<file path="config.mk">
export PLATFORM = sky130hd
export DESIGN_NAME = fetch_stage
export DESIGN_NICKNAME = d
export VERILOG_FILES = /design/src/rtl/fetch_stage.sv
export SDC_FILE = /design/constraint.sdc
export NUM_CORES = 1
export LEC_CHECK = 0
export BUFFER_PORTS_ARGS = -buffer_cell sky130_fd_sc_hd__buf_2
export CAP_MARGIN = 20
export CORE_ASPECT_RATIO = 1.75
export CORE_MARGIN = 2
export CORE_UTILIZATION = 45
export CTS_CLUSTER_SIZE = 28
export DETAILED_ROUTE_END_ITERATION = 10
export HOLD_SLACK_MARGIN = 0.02
export PLACE_DENSITY = 0.8
export SYNTH_ARGS = -nofsm -noshare
export SYNTH_HDL_FRONTEND = slang
export SYNTH_SLANG_ARGS = --single-unit
</file>
<file path="constraint.sdc">
create_clock -name clk -period 1.81 [get_ports clk]
set_input_delay 0.0905 -clock clk [delete_from_list [all_inputs] [get_ports clk]]
set_output_delay 0.0905 -clock clk [all_outputs]
set_load 0.02 [all_outputs]
</file>
<file path="src/rtl/fetch_stage.sv">
// Instruction-fetch stage: drives the PC register input, issues imem reads and fills IF/ID.
// Handles variable-latency memory, ID stalls, redirect flushes (with stale-response drain) and HLT.
module fetch_stage #(
    parameter int unsigned ADDR_W      = 16,
    parameter logic [3:0]  HALT_OPCODE = 4'hF
) (
    input  logic              clk,
    input  logic              rst,
    input  logic [ADDR_W-1:0] pc_val,
    output logic [ADDR_W-1:0] pc_next,
    output logic              imem_req,
    output logic [ADDR_W-1:0] imem_addr,
    input  logic              imem_ack,
    input  logic [ADDR_W-1:0] imem_rdata,
    input  logic              stall,
    input  logic              redirect,
    input  logic [ADDR_W-1:0] redirect_pc,
    output logic              ifid_valid,
    output logic [ADDR_W-1:0] ifid_instr,
    output logic [ADDR_W-1:0] ifid_pc_plus2,
    output logic              halted
);

    typedef enum logic [1:0] {
        S_FETCH = 2'd0,
        S_DRAIN = 2'd1,
        S_HALT  = 2'd2
    } state_t;

    state_t            state;
    logic [ADDR_W-1:0] pc_plus2;
    logic              advance;
    logic              is_halt;

    assign pc_plus2  = pc_val + ADDR_W'(2);
    assign advance   = (state == S_FETCH) && imem_ack && !stall;
    assign is_halt   = (imem_rdata[ADDR_W-1 -: 4] == HALT_OPCODE);
    assign imem_addr = pc_val;

    // PC register is always enabled, so holding means feeding pc_val back
    always_comb begin
        pc_next  = pc_val;
        imem_req = 1'b0;
        if (redirect) begin
            pc_next = {redirect_pc[ADDR_W-1:1], 1'b0};
        end else if (state == S_FETCH) begin
            imem_req = 1'b1;
            if (advance) begin
                pc_next = pc_plus2;
            end
        end
    end

    // State and IF/ID register; redirect beats stall beats ack
    always_ff @(posedge clk or negedge rst) begin
        if (!rst) begin
            state         <= S_FETCH;
            ifid_valid    <= 1'b0;
            ifid_instr    <= '0;
            ifid_pc_plus2 <= '0;
            halted        <= 1'b0;
        end else if (redirect) begin
            ifid_valid <= 1'b0;
            halted     <= 1'b0;
            // an unanswered request will still return data that must be dropped
            state      <= ((state == S_FETCH) && !imem_ack) ? S_DRAIN : S_FETCH;
        end else begin
            case (state)
                S_FETCH: begin
                    if (advance) begin
                        ifid_valid    <= 1'b1;
                        ifid_instr    <= imem_rdata;
                        ifid_pc_plus2 <= pc_plus2;
                        if (is_halt) begin
                            state  <= S_HALT;
                            halted <= 1'b1;
                        end
                    end else if (!stall) begin
                        ifid_valid <= 1'b0;
                    end
                end
                S_DRAIN: begin
                    if (!stall) begin
                        ifid_valid <= 1'b0;
                    end
                    if (imem_ack) begin
                        state <= S_FETCH;
                    end
                end
                S_HALT: begin
                    if (!stall) begin
                        ifid_valid <= 1'b0;
                    end
                end
                default: begin
                    state <= S_FETCH;
                end
            endcase
        end
    end

endmodule
</file>
Yosys cells after proc, flatten, opt, wreduce, memory -nomap -nowiden
Index checks and enable logic that the tools add are counted.
Cells by class
  add/sub/neg operators: 1
  equal/unequal tests: 7
  mux-type cells: 19
  bitwise gates (word level): 1
  reduce and logical (&&, ||, !) cells: 14
Operators by type and width (number)
  $mux 16: 3
  $add 16x2->16 const B: 1
  $mux 1: 10
  $ne 3x3->1 const B: 3
  $mux 2: 4
  $pmux 2 s3: 1
  $reduce_and 3->1: 2
  $reduce_bool 2->1: 3
  $eq 4x4->1 const B: 1
  $reduce_and 4->1: 1
  $logic_and 1x1->1: 3
  $reduce_bool 3->1: 1
  $eq 2x1->1 const B: 1
  $eq 2x2->1 const B: 1
  $logic_not 1->1: 2
  $logic_not 2->1: 1
  $ne 2x2->1 const B: 1
  $pmux 1 s2: 1
  $reduce_or 2->1: 1
  $not 1->1: 1
Storage, ports and cells
  bits in registers: 36
  word-level logic and storage cells: 47

Longest topological paths before layout
  depth in word-level cells: 6
  gate-level depth with buffers: 7
  mapped depth without buffers: 6

Worst setup path after synthesis
Ideal clock, no wire load.
  path kind: flip-flop to output port
  start: register state[0]
  end: output port pc_next[11]
  arrival time: 1.924 ns
  required time: 1.719 ns
  slack: -0.204 ns
  stages on the path, launching flop included: 8
  cell sequence: dfrtp_1 inv_1 ha_1 nand3b_1 buf_2 nor4_1 xnor2_1 o21ai_0
Between the ends
  word-level cells in the longest chain between the ends: 6
Ends and longest elaborated chain
  from (decl): line 30  | state_t state;
  from (signal assigned): line 66  | state <= ((state == S_FETCH) && !imem_ack) ? S_DRAIN : S_FETCH;
  $logic_not 2->1 (*): line 36, 46
  $logic_and 1x1->1 (2 in series): line 36  | assign advance = (state == S_FETCH) && imem_ack && !stall;
  $mux 16: line 48  | if (advance) begin
  $mux 16 (*): line 46  | end else if (state == S_FETCH) begin
  $mux 16 (*): line 44  | if (redirect) begin
  to (decl): line 10  | output logic [ADDR_W-1:0] pc_next,
Mark *: on every way between the ends. The rest lies on a longest branch, timed or not.

Worst setup path in the final report
  start: register state[0]
  end: output port pc_next[8]
Same word-level chain as after synthesis.

==> out/results.tsv <==
metric	value	unit
worstPathArrival	1.99	ns
grt-ovfl-total	0	
setup_ws	-0.272	ns
fillers	363	
reg2reg_from	state[0]	
crit_family	buffers and inverters	
hold_viol_final	0	
vias	2453	
postSynthRegisterBits	36	
peakVddDrop	0.901	mV
async_flop_share	100	%
yosysSeqAreaShare	40.5	%
netlist.area_leader.share	40.5	%
numPlacedInstances	442	
end_kind	output pin	
routabilityCongestion	0.885	
die_w	57.1	µm
worst_hold_slack	0.0300	ns
post-place-ws	0.0178	ns
final_cell_count_no_fill	471	
drv_cap	0	
die_area	5540	µm²
finalSetupTns	-1.84	ns
initial_core_util	47.2	%
power_leakage	1.72	nW
worstPathCellList	inv_2, ha_4, nand3b_1, buf_6, buf_4, nor3_2, xnor2_1, o21ai_1, buf_4	
path_common_cell	buf_4	
worst_pin_slew	0.773	ns
status	finished, violations left	
synth.area.top_cells	dfrtp_1, nand2_1, xnor2_1	
clock_sinks	36	
violations	negative setup slack	
worst_path_max_delay_cell	dfrtp_1	
drt-initial-drc-count	104	
ys_warn_count	0	
slowest_delay	0.39	ns
clockRootBuffer	clkbuf_8	
use_met1	29.1	%
r2r_slack	0.14	ns
grt_pass1_vias	2525	
skew	0.00468	ns
ctsHtreeMaxLevel	2	
portBuffers	118	
coreArea	4710	µm²
hold_end	ifid_pc_plus2[0]	
critical_path_buf_inv_count	4	
drtPass1Iterations	4	
grt.met2_usage	45.3	%
fp-row-count	33	
cts_tree	built	
p_per_area	1200	nW/µm²
detail-route-antenna-nets	0	
nNetsFinal	475	
synthFlopType	dfrtp_1	
critPathRequiredTime	1.72	ns
fin_util	71.6	%
drive_gt1_share	41.5	%
ios	120	
fin_crit	2.08	ns
grt_pass1_wl	11.3	mm
yosysTopAreaCell	dfrtp_1	
period_share	115	%
max_slew_margin	48.5	%
use_met3	3.21	%
vias_per_cell	5.21	
setup_viol	13	
fp.dieH	97.0	µm
dp_hpwl	4.69	mm
synth_common_cells	nand2_1, dfrtp_1, o21ai_0, xnor2_1	
drc	0	
hold_start	pc_val[0]	
diodes	0	
syn2layout_area_growth	51.7	%
insertion_delay	0.28	ns
path_max_fanout	5	
synth_area_per_cell	7.99	µm²
fmax	0.480	GHz
syn_inst	278	
clockBufferDepth	2	
hp-class	input pin to flip-flop	
wl_per_cell	14.3	µm
clk_pin_slew_worst_paths	0.07	ns
gr-max-usage-layer	met2	
rsz0062_at_grt	true	
syn_nets	335	
drt_wl_total	6.74	mm
drv_slew	0	
grt_start_max_net_pins	44	
r2r_cells	9	
r2r-end	ifid_instr[10]	
post-synth-top-count-cell	nand2_1	
syn_area	2220	µm²
synth_edf_count	0	
worst_setup_path_start_kind	flip-flop	
synth_cell_types	36	
numCtsBuffers	5	
grtUsageTotal	25.4	%
antenna_found_initial	0	
whs_path_depth	3	
worstSetupPathType	flip-flop to output pin	
## metrics by stage
step | total power (W) | instance area (µm²)
2_1_floorplan | 0.00249 | 2220
3_3_place_gp | 0.00315 | 2890
3_5_place_dp | 0.00322 | 2890
4_1_cts | 0.00405 | 3320
5_1_grt | 0.00434 | 3370
6_report | 0.00406 | 3370
## how the worst max path moves through the flow
stage / slack [ns] / cells after the start / from / end
floorplan: -0.06 / 7 / state[0] / pc_next[11]
detailed placement: 0.02 / 7 / state[0] / pc_next[13]
finish: -0.27 / 9 / state[0] / pc_next[8]
global route: -0.37 / 8 / state[1] / pc_next[10]
global placement: 0.05 / 8 / state[0] / pc_next[10]
CTS: -0.21 / 8 / state[0] / pc_next[13]
## sequential cells by signal (all words and copies together) (netlist names)
name           count
halted             1
ifid_valid         1
state              2
ifid_pc_plus2     16
ifid_instr        16
## worst register-to-register path: cells and delay by family, from the launching register on
| kind | cells | cell delay (ns) |
|---|---|---|
| buffers and inverters | 4 | 0.61 |
| and+or+nand+nor | 4 | 0.48 |
| DFF | 1 | 0.39 |
| adders and majority gates | 1 | 0.13 |
## metal layers
| layer | part of all wire (%) | up-vias |
|---|---|---|
| li1 | - | 1185 |
| met1 | 36 | 1134 |
| met2 | 55 | 114 |
| met3 | 5.4 | 20 |
| met4 | 3.5 | 0 |
| met5 | 0 | - |
## cell families (layout without fill, tap and decap cells)
logic type / count (synthesis) / in the layout / synth area share, %
adders and majority gates: 4 / 4 / 2.25
buffers and inverters: 35 / 176 / 9.18
DFF: 36 / 36 / 40.5
muxes: 4 / 4 / 1.80
and+or+nand+nor: 139 / 139 / 27.8
xor gates and xnor gates: 21 / 21 / 8.28
AOI/OAI and AO/OA: 39 / 39 / 10.1
## where the power goes
group          internal (W)  switching (W)  total (W)  leakage, nW
clock network      0.000409       0.000276   0.000685       0.0552
registers           0.00118       0.000183    0.00137        0.451
logic              0.000751        0.00126    0.00201         1.21
## repair_timing
action                     CTS  global route
setup buffers                5             2
setup endpoints to repair   14            33
hold buffers                15             0
gates resized for setup     33            13
pin swaps                    7            12
hold endpoints to repair    50             0
## layout make-up
class | instances | area [µm²] | area share (%)
tap | 52 | 65.1 | 1.93
inverter | 5 | 18.8 | 0.557
clock buffer | 6 | 72.6 | 2.15
timing repair buffer | 163 | 1040 | 30.8
multi-input combinational | 207 | 1240 | 36.8
sequential | 36 | 901 | 26.7
clock inverter | 2 | 35.0 | 1.04
## placed cells by master (no fill, tap or decap), types with 4 or more instances in the layout
| cell type | Yosys | routed |
|---|---|---|
| nor2b_1 | 4 | 4 |
| nand2_1 | 90 | 90 |
| clkbuf_8 | 1 | 5 |
| o21ai_1 | 0 | 10 |
| dlygate4sd3_1 | 0 | 15 |
| o21ai_0 | 26 | 16 |
| nand3_1 | 6 | 6 |
| buf_2 | 1 | 105 |
| nor2_1 | 16 | 13 |
| buf_4 | 16 | 35 |
| buf_6 | 0 | 7 |
| nor4_1 | 8 | 4 |
| mux2i_1 | 4 | 4 |
| xnor2_1 | 18 | 18 |
| dfrtp_1 | 36 | 36 |
No activity file was read; power rests on OpenSTA's default activity.
